<file path="src/rtl/mul_div_iter.sv">
// mul_div_iter: iterative RV32M DIV/DIVU/REM/REMU unit (radix-2 restoring, 32 steps).
// Define MUL_DIV_FAST_EN to let special cases and |rs1| < |rs2| skip the iteration.
module mul_div_iter #(
  parameter int XLEN = 32
) (
  input  logic            clk,
  input  logic            rst,
  input  logic            flush,
  input  logic            in_valid,
  output logic            in_ready,
  input  logic [1:0]      div_op,
  input  logic [XLEN-1:0] rs1,
  input  logic [XLEN-1:0] rs2,
  output logic            out_valid,
  input  logic            out_ready,
  output logic [XLEN-1:0] result,
  output logic            busy
);

  typedef enum logic [1:0] {S_IDLE, S_CALC, S_DONE} state_t;

  state_t          state_q, state_d;
  logic [XLEN-1:0] dvd_q, dvs_q, quot_q, rem_q, spec_res_q, result_q;
  logic [4:0]      cnt_q;
  logic            is_rem_q, neg_quot_q, neg_rem_q, special_q;

  logic            accept, is_signed, sgn1, sgn2, div0, ovf, special;
  logic [XLEN-1:0] mag1, mag2, spec_res;
  logic [XLEN:0]   rem_sh, trial;
  logic            qbit;
  logic [XLEN-1:0] rem_step, quot_step, quot_fix, rem_fix, final_res;

  // Operand decode at accept: signs, magnitudes and the overriding special results
  assign accept    = (state_q == S_IDLE) && in_valid && !flush;
  assign is_signed = ~div_op[0];
  assign sgn1      = is_signed & rs1[XLEN-1];
  assign sgn2      = is_signed & rs2[XLEN-1];
  assign mag1      = sgn1 ? -rs1 : rs1;
  assign mag2      = sgn2 ? -rs2 : rs2;
  assign div0      = (rs2 == '0);
  assign ovf       = is_signed && (rs1 == {1'b1, {(XLEN-1){1'b0}}}) && (rs2 == '1);
  assign special   = div0 | ovf;
  assign spec_res  = div0 ? (div_op[1] ? rs1 : '1)
                          : (div_op[1] ? '0  : {1'b1, {(XLEN-1){1'b0}}});

`ifdef MUL_DIV_FAST_EN
  logic            bypass;
  logic [XLEN-1:0] bypass_res;
  assign bypass     = special || (mag1 < mag2);
  assign bypass_res = special ? spec_res : (div_op[1] ? rs1 : '0);
`endif

  // One restoring step; the shifted remainder needs XLEN+1 bits when the divisor is >= 2^(XLEN-1)
  assign rem_sh    = {rem_q, dvd_q[XLEN-1]};
  assign trial     = rem_sh - {1'b0, dvs_q};
  assign qbit      = ~trial[XLEN];
  assign rem_step  = qbit ? trial[XLEN-1:0] : rem_sh[XLEN-1:0];
  assign quot_step = {quot_q[XLEN-2:0], qbit};
  assign quot_fix  = neg_quot_q ? -quot_step : quot_step;
  assign rem_fix   = neg_rem_q ? -rem_step : rem_step;
  assign final_res = special_q ? spec_res_q : (is_rem_q ? rem_fix : quot_fix);

  always_ff @(posedge clk) begin
    if (rst) begin
      state_q <= S_IDLE;
    end else begin
      state_q <= state_d;
    end
  end

  always_comb begin
    state_d = state_q;
    case (state_q)
      S_IDLE: begin
        if (accept) begin
`ifdef MUL_DIV_FAST_EN
          state_d = bypass ? S_DONE : S_CALC;
`else
          state_d = S_CALC;
`endif
        end
      end
      S_CALC:  if (cnt_q == 5'd0) state_d = S_DONE;
      S_DONE:  if (out_ready) state_d = S_IDLE;
      default: state_d = S_IDLE;
    endcase
    if (flush) state_d = S_IDLE;
  end

  always_comb begin
    in_ready  = (state_q == S_IDLE);
    out_valid = (state_q == S_DONE);
    busy      = (state_q != S_IDLE);
    result    = result_q;
  end

  always_ff @(posedge clk) begin
    if (rst) begin
      dvd_q      <= '0;
      dvs_q      <= '0;
      quot_q     <= '0;
      rem_q      <= '0;
      cnt_q      <= '0;
      is_rem_q   <= 1'b0;
      neg_quot_q <= 1'b0;
      neg_rem_q  <= 1'b0;
      special_q  <= 1'b0;
      spec_res_q <= '0;
      result_q   <= '0;
    end else if (accept) begin
      dvd_q      <= mag1;
      dvs_q      <= mag2;
      quot_q     <= '0;
      rem_q      <= '0;
      cnt_q      <= 5'd31;
      is_rem_q   <= div_op[1];
      neg_quot_q <= sgn1 ^ sgn2;
      neg_rem_q  <= sgn1;
      special_q  <= special;
      spec_res_q <= spec_res;
`ifdef MUL_DIV_FAST_EN
      if (bypass) result_q <= bypass_res;
`endif
    end else if ((state_q == S_CALC) && !flush) begin
      dvd_q  <= {dvd_q[XLEN-2:0], 1'b0};
      rem_q  <= rem_step;
      quot_q <= quot_step;
      cnt_q  <= cnt_q - 5'd1;
      // Result register is written exactly once, on the count-0 step
      if (cnt_q == 5'd0) result_q <= final_res;
    end
  end

endmodule

</file>
<file path="config.mk">
export PLATFORM = sky130hd
export DESIGN_NAME = mul_div_iter
export DESIGN_NICKNAME = d
export VERILOG_FILES = /design/src/rtl/mul_div_iter.sv
export SDC_FILE = /design/constraint.sdc
export NUM_CORES = 1
export LEC_CHECK = 0
export CORE_MARGIN = 1.5
export CORE_UTILIZATION = 35
export DETAILED_ROUTE_END_ITERATION = 8
export GPL_ROUTABILITY_DRIVEN = 0
export GPL_TIMING_DRIVEN = 0
export SLEW_MARGIN = 5
export SYNTH_ARGS = -nofsm -noshare
export SYNTH_HDL_FRONTEND = slang
export SYNTH_SLANG_ARGS = --single-unit
</file>
<file path="constraint.sdc">
create_clock -name clk -period 5.3 [get_ports clk]
set_input_delay 1.06 -clock clk [delete_from_list [all_inputs] [get_ports clk]]
set_output_delay 1.06 -clock clk [all_outputs]
set_load 0.05 [all_outputs]
</file>
==> results of run 1 <==
==> how the worst min path moves through the flow <==
stage | from | depth (start not counted) | slack (ns) | to
after detailed placement | result[21] | 2 | 0.44 | result[21]
after CTS | dvd_q[30] | 2 | 0.45 | dvd_q[31]
after global routing | spec_res_q[19] | 2 | 0.47 | spec_res_q[19]
after global placement | result[21] | 2 | 0.43 | result[21]
after floorplan | spec_res_q[19] | 2 | 0.42 | spec_res_q[19]
final | result[20] | 2 | 0.44 | result[20]
==> where the power goes <==
group	switching [W]	leakage, nW	internal, W
clock network	0.000690	0.426	0.00113
logic	0.000858	3.72	0.000486
registers	0.0000383	1.64	0.00157
total	0.00159	5.79	0.00319
==> Yosys cell counts (6+ instances only) <==
cell,instances
a21oi_1,152
o22ai_1,9
mux2i_1,24
nand2_1,248
a311oi_1,37
buf_1,7
a31oi_1,17
xor2_1,68
o41ai_1,11
and3_1,13
inv_1,68
a221oi_1,10
nor2b_1,35
o211ai_1,11
o21ai_0,103
o21a_1,11
nand4_1,18
nand2b_1,12
a211o_1,8
mux2_2,6
o31ai_1,24
nor4_1,11
xnor2_1,68
buf_2,15
a21o_1,22
ha_1,39
or4_1,10
nor2_1,187
a211oi_1,61
clkbuf_1,85
nand3_1,16
dfxtp_1,202
or3_1,20
and2_1,8
nor3_1,35
o21ai_1,13
==> through the flow <==
step                      setup slack [ns]  std cells  hold WS (ns)  TNS [ns]  power (W)
after floorplan                      0.855       1769         0.416         0    0.00251
after global placement              -0.661       2385         0.428     -5.45    0.00292
after detailed placement            -0.706       2385         0.440     -4.95    0.00293
after CTS                           0.0219       2427         0.447         0    0.00474
after global routing                0.0680       2431         0.473         0    0.00495
final                                0.327       2431         0.442         0    0.00477
==> final cells by class <==
type / instances / area [um2] / area share (%)
plain buffers: 113 / 495 / 3.10
clock buffers: 33 / 714 / 4.47
clock inverters: 8 / 154 / 0.962
inverters: 69 / 262 / 1.63
multi-input cells: 1382 / 8580 / 53.6
flip-flops and latches: 202 / 4040 / 25.3
well taps: 511 / 639 / 4.00
repair buffers: 113 / 1110 / 6.94
==> flip-flops by register name, summed over array words and instances, names as in the netlist, 2 cells and up <==
| register | cells |
|---|---|
| cnt_q | 5 |
| dvd_q | 32 |
| dvs_q | 32 |
| quot_q | 31 |
| rem_q | 32 |
| result | 32 |
| spec_res_q | 32 |
| state_q | 2 |
==> metal layers <==
layer,up-vias,global-route usage [%],part of all wire (%),wire length [um]
met2,542,38.7,44,21400
met4,0,9.92,4.0,1950
met5,-,0,0,0
met3,109,4.17,8.0,3840
met1,6568,32.1,44,21000
li1,6585,-,-,-
==> kinds of logic after synthesis <==
kind of cell,Yosys count
adder cells (fa/ha/maj),40
flip-flops,202
XOR/XNOR,136
buffers and inverters,185
multiplexers,31
AND/OR/NAND/NOR,637
AO/OA/AOI/OAI,538
==> repair_timing <==
| item | in CTS | in global routing |
|---|---|---|
| hold endpoints to repair | 0 | 0 |
| endpoints found under the setup margin | 15 | 8 |
| buffers inserted | 2 | 6 |
| gates cloned | 0 | 0 |
| pin swaps | 3 | 3 |
| resized for setup | 4 | 9 |
| hold buffers | 0 | 0 |
==> worst register-to-register path: cells and delay by family (launching register included) <==
kind | cells | cell delay [ns]
AO/OA/AOI/OAI | 7 | 1.79
AND/OR/NAND/NOR | 5 | 0.95
adder cells (fa/ha/maj) | 3 | 0.76
buffers and inverters | 5 | 0.68
flip-flops | 1 | 0.45
XOR/XNOR | 1 | 0.21
==> flow_summary.toml, run 1 <==
[status]
status = "finished, final reports clean"

[sta]
relSlewSlack_pct = 22.9
finalClockSkew_ns = 0.0300
finalHoldViolCount = 0
fmax_mhz = 201
finalCriticalPeriod_ns = 4.97
worst_pin_slew_ns = 1.14
drv_slew = 0
period_share_pct = 93.8
setup_viol = 0
grt_setup_unrepaired = "false"

[yosys]
syn-num-nets = 1880
synth_top_area_share_pct = 30.3
synth-warning-count = 0
synth_xor_area_share_pct = 8.92
mappedNetlistArea_mm2 = 0.0133
synth_mux_area_share_pct = 2.39
synthSimpleGateAreaFrac_pct = 21.9
synthTopCellsByArea = "dfxtp_1 (30%), nand2_1 (7.0%), a21oi_1 (5.7%), nor2_1 (5.3%), xnor2_1 (4.5%)"
syn-instance-count = 1769
synth-seq-cells = 202
ys_async_sr_fraction_pct = 0
yosys.area_share.adder_pct = 3.81
post_synth.cell_area_avg_um2 = 7.55
synth_edf_count = 0
synth.distinct_cells = 82
synth_top_family_by_area = "compound AO/OA/AOI/OAI gates"
synth_compound_area_share_pct = 26.9
synth_top_flop_cell = "dfxtp_1"
seq_area_frac_synth_pct = 30.3
yosys.area.top_type = "dfxtp_1"

[grt]
grt_use_total_pct = 24.2
grt_first_pass_wirelength_um = 73900
grt_max_degree = 20
grt_pass1_vias = 13000
antenna_found_initial = 0
grt-ovfl-total = 0

[setup_path]
crit_arrival_ns = 5.39
cp_slowest_cell = "or3_4"
path_cells = "inv_1 -> ha_1 -> inv_1 -> fa_1 -> a211oi_1 -> o211ai_1 -> nand3_2 -> a2111oi_4 -> o21a_1 -> buf_6 -> nor2_8 -> inv_4 -> buf_6 -> ha_1 -> nand3_2 -> or3_4 -> o41ai_1 -> xor2_1 -> nor2_1 -> a21oi_1 -> o22ai_1"
startpoint_type = "flop"
critPathTopFamily = "compound AO/OA/AOI/OAI gates"
crit_fanout = 28
crit_buf_inv = 5
cp-end-kind = "flop"
cp-startpoint = "dvd_q[31]"
rr_startpoint = "dvd_q[31]"
critPathCapture = "result[24]"
timing.rr.end = "result[24]"
path_class = "reg2reg"
reg2regPathDepth = 21
critical_path.max_stage_delay_ns = 0.46
crit_required_ns = 5.71
ff2ff_setup_slack_ns = 0.33
worst-path-stages = 21

[clock_tree]
numCtsBuffers = 24
clock_sinks = 202
clkTransAtPathRegs_ns = 0.06
insertion_delay_ns = 0.55
cts_tree = "built"
htreeDepth = 1
cts-root-buf = "clkbuf_16"
clockBufferDepth = 3

[run]
maxCapViolCount = 0

[layout]
nets = 2016
layout_common_cells = "nand2_1 (248), dfxtp_1 (202), nor2_1 (187)"
final_common_cell = "nand2_1"
diodes = 0
fillers = 3860
syn_to_final_growth_pct = 19.9
drive_gt1_share_pct = 5.83
stdcell_area_mm2 = 0.0160
fin_util_pct = 42.6

[route]
routedWlPerCell_um = 19.8
drt_iter0_markers = 1064
dr.pass1.iters = 6
routed_wl_um = 48200
ant_nets = 0
vias = 13800
drcViolationCount = 0
vias_per_cell = 5.68

[min_path]
hold_path_class = "reg2reg"

[floorplan]
die_area_mm2 = 0.0393
die_h_um = 198
start_util_pct = 35.5
design.core.area_mm2 = 0.0376
core.rowCount = 71
fp.dieW_um = 198
ios = 106

[power]
ir_drop_v = 0.000180
p_leak_nw = 5.79
power_density_mw_per_mm2 = 298

[place]
place_area_mm2 = 0.0150
port_buffers = 105
dp_hpwl_um = 37600
(Power assumes the default switching activity.)
==> run 2: changes to the inputs <==
- CTS_BUF_LIST: not set -> sky130_fd_sc_hd__clkbuf_8
==> flow_summary.toml, run 2 (synthesis gave the netlist of run 1 again) <==
[status]
status = "finished, final reports clean"

[grt]
antenna_found_initial = 0
grt_busiest_layer = "met2"
grt_use_met3_pct = 4.10
grt_first_pass_wirelength_um = 74300
grt_use_total_pct = 24.4
grt-ovfl-total = 0
global_route.usage.met1_pct = 32.4
grt_pass1_vias = 13100
grt_max_degree = 20
grt.met2_usage_pct = 38.6

[setup_path]
path_class = "reg2reg"
crit_arrival_ns = 5.39
startpoint_type = "flop"
crit_fanout = 19
crit_required_ns = 5.72
cp-end-kind = "flop"

[route]
dr.pass1.iters = 5
routed_wl_um = 48300
routedWlPerCell_um = 19.7
drt_iter0_markers = 1132
ant_nets = 0
vias = 13800
vias_per_cell = 5.62
drcViolationCount = 0

[layout]
drive_gt1_share_pct = 6.68
stdcell_area_mm2 = 0.0159
diodes = 0
fin_util_pct = 42.3
syn_to_final_growth_pct = 19.2
nets = 2028
final_common_cell = "nand2_1"
layout_common_cells = "nand2_1 (248), dfxtp_1 (202), nor2_1 (187)"

[floorplan]
design.core.area_mm2 = 0.0376
start_util_pct = 35.5
core.rowCount = 71
die_area_mm2 = 0.0393
ios = 106
fp.dieW_um = 198
die_h_um = 198

[sta]
setup_viol = 0
fmax_mhz = 201
hold_ws_ns = 0.441
grt_setup_unrepaired = "false"
period_share_pct = 93.8
finalSetupTns_ns = 0
finalHoldViolCount = 0
finalClockSkew_ns = 0.0480
worst_pin_slew_ns = 1.17
relSlewSlack_pct = 21.1
finalCriticalPeriod_ns = 4.97
drv_slew = 0

[clock_tree]
clkTransAtPathRegs_ns = 0.06
htreeDepth = 2
insertion_delay_ns = 0.58
cts_tree = "built"
numCtsBuffers = 37
clockBufferDepth = 3
clock_sinks = 202
cts-root-buf = "clkbuf_8"

[power]
p_total_w = 0.00454
ir_drop_v = 0.000165
power_density_mw_per_mm2 = 285
p_leak_nw = 5.80

[run]
maxCapViolCount = 0

[place]
port_buffers = 105
dp_hpwl_um = 37600
place_area_mm2 = 0.0150

[min_path]
hold_path_class = "reg2reg"
[run 2: what timing repair did]
action,4_1_cts,5_1_grt
gates resized for setup,4,8
hold buffers,0,0
pin swaps,3,3
hold endpoints to repair,0,0
setup endpoints to repair,15,8
setup buffers,2,5
[run 2: worst max-delay path, stage by stage, from the launching register on]
cell and delay (ns):
dfxtp_1 0.44, inv_1 0.07, ha_1 0.21, inv_1 0.07, fa_1 0.24, a211oi_1 0.11
o211ai_1 0.39, nand3_2 0.18, a2111oi_4 0.35, buf_4 0.19, nor3_4 0.06, nor2_8 0.23
buf_4 0.34, mux2i_2 0.33, ha_2 0.27, o21ai_0 0.14, nor2b_1 0.13, buf_2 0.20
nand4_1 0.12, mux2_1 0.40, o21ai_2 0.22, o21ai_1 0.10
[run 2: report_power, final]
part	internal [W]	switching [W]
clock	0.000874	0.000717
combinational	0.000483	0.000853
sequential	0.00157	0.0000383
[run 2: per-stage QoR]
step           cells  worst slack [ns]
3_5_place_dp    2385            -0.706
6_report        2456             0.331
5_1_grt         2456            0.0396
4_1_cts         2453            0.0500
2_1_floorplan   1769             0.855
3_3_place_gp    2385            -0.661
[run 2: area by class of cell]
cell class	instances	area (um2)
Buffer	113	492
Clock buffer	48	661
Multi-Input combinational cell	1382	8580
Fill cell	3900	21700
Inverter	69	262
Tap cell	511	639
Timing Repair Buffer	112	1100
Clock inverter	19	129
Sequential cell	202	4040
[run 2: metal layers]
layer | share of wire, % | wire length (um) | vias to the layer above
met5 | 0 | 0 | -
met4 | 4.4 | 2100 | 0
met3 | 7.0 | 3360 | 120
met2 | 44 | 21300 | 538
met1 | 45 | 21500 | 6519
li1 | - | - | 6616
[run 2: worst paths after layout]
kind,start,slack [ns],cells after the start,endpoint
hold reg to reg,result[20],0.44,2,result[20]
setup reg to reg,dvd_q[31],0.33,21,result[28]
setup / recovery,dvd_q[31],0.33,21,result[28]
hold / removal,result[20],0.44,2,result[20]
==> run 3: changes to the inputs <==
- CORE_MARGIN: 1.5 -> 2
==> flow_summary.toml, run 3 (synthesis gave the netlist of run 1 again) <==
[status]
status = "finished, final reports clean"

[layout]
layout_common_cells = "nand2_1 (248), dfxtp_1 (202), nor2_1 (187)"
multi_input_area_mm2 = 0.00858
regArea_mm2 = 0.00404
drive_gt1_share_pct = 6.78
fillers = 3856
fin_util_pct = 42.5
syn_to_final_growth_pct = 19.6
fin_cells = 2458
nets = 2031
diodes = 0
final_common_cell = "nand2_1"

[sta]
drv_slew = 0
fmax_mhz = 198
period_share_pct = 95.5
finalCriticalPeriod_ns = 5.06
hold_ws_ns = 0.433
finalHoldViolCount = 0
relSlewSlack_pct = 20.8
setup_viol = 0
grt_setup_unrepaired = "false"
finalClockSkew_ns = 0.0395
worst_pin_slew_ns = 1.17
finalSetupTns_ns = 0

[route]
routedWlPerCell_um = 19.8
vias = 13900
vias_per_cell = 5.67
dr.pass1.iters = 6
routed_wl_um = 48800
drcViolationCount = 0
ant_nets = 0
drt_iter0_markers = 1329

[floorplan]
ios = 106
core.rowCount = 71
die_h_um = 199
die_area_mm2 = 0.0397
fp.dieW_um = 199
start_util_pct = 35.5
design.core.area_mm2 = 0.0376

[run]
maxCapViolCount = 0

[power]
power_density_mw_per_mm2 = 290
p_total_w = 0.00463
p_leak_nw = 5.83
ir_drop_v = 0.000155

[clock_tree]
insertion_delay_ns = 0.58
numCtsBuffers = 39
clkTransAtPathRegs_ns = 0.06
cts-root-buf = "clkbuf_8"
clockBufferDepth = 3
htreeDepth = 2
cts_hold_buf = 0
clock_sinks = 202
cts_tree = "built"

[grt]
grt-ovfl-total = 0
grt_first_pass_wirelength_um = 75500
grt_use_total_pct = 24.5
antenna_found_initial = 1
grt_max_degree = 20
grt_pass1_vias = 13200

[setup_path]
crit_required_ns = 5.70
crit_fanout = 10
crit_arrival_ns = 5.46
cp-end-kind = "flop"
path_cells = "inv_1 -> ha_1 -> inv_1 -> fa_1 -> a211oi_1 -> o211ai_1 -> nand3_2 -> a2111oi_4 -> buf_4 -> nor3_4 -> nor2_8 -> buf_6 -> buf_6 -> mux2i_4 -> ha_2 -> o21ai_0 -> nor2b_1 -> buf_2 -> nand4_1 -> mux2_1 -> o21ai_2 -> o21ai_1"
path_class = "reg2reg"
startpoint_type = "flop"
cp_slowest_cell = "dfxtp_1"
critical_path.max_stage_delay_ns = 0.44

[place]
dp_hpwl_um = 37700
place_inst = 2385
port_buffers = 105

[min_path]
hold_path_class = "reg2reg"
-- run 3: changes by cell type in the layout (fill, tap and decap cells not counted), sizes merged --
cell	previous run	this run
clkbuf	133	135
buf	35	36
bufinv	1	2
clkinv	7	6
inv	80	79
-- run 3: metal layers --
| layer | vias up | GRT usage [%] | routed length (um) |
|---|---|---|---|
| met2 | 599 | 39.1 | 21800 |
| met3 | 104 | 3.70 | 3590 |
| li1 | 6626 | - | - |
| met5 | - | 0 | 13 |
| met1 | 6613 | 33.1 | 21600 |
| met4 | 2 | 9.65 | 1770 |
-- run 3: path summary, 6_finish.rpt --
path	slack, ns	end	from	cells after the start
worst min register to register	0.43	result[20]	result[20]	2
worst min-delay path	0.43	result[20]	result[20]	2
worst max-delay path	0.24	result[28]	dvd_q[31]	22
worst max register to register	0.24	result[28]	dvd_q[31]	22
-- run 3: area by class of cell --
| class | instances | area share [%] |
|---|---|---|
| tap | 511 | 4.00 |
| inverter | 69 | 1.64 |
| multi-input combinational | 1382 | 53.8 |
| clock buffer | 50 | 4.31 |
| buffer | 114 | 3.17 |
| sequential | 202 | 25.3 |
| clock inverter | 18 | 0.862 |
| timing repair buffer | 112 | 6.91 |
-- run 3: worst max-delay path: cells and delay by family (launching register included) --
family / cells / cell delay, ns
AOI/OAI and AO/OA: 6 / 1.36
buffers and inverters: 6 / 0.94
and+or+nand+nor: 5 / 0.75
muxes: 2 / 0.70
adders and majority gates: 3 / 0.69
DFF: 1 / 0.44
-- run 3: power breakdown --
part / internal [W] / switching [W]
clock network: 0.000947 / 0.000718
registers: 0.00157 / 0.0000384
logic: 0.000489 / 0.000864
-- run 3: per-stage QoR --
stage          instance area [um2]  setup WS [ns]
6_report                     16000          0.241
5_1_grt                      16000         0.0322
4_1_cts                      15900         0.0217
3_5_place_dp                 15000         -0.631
3_3_place_gp                 15000         -0.677
2_1_floorplan                13300          0.855
-- run 3: repair_timing --
item,in CTS,in global routing
endpoints found under the setup margin,15,8
pin swaps,3,3
endpoints found under the hold margin,0,0
resized for setup,4,11
buffers inserted,1,6
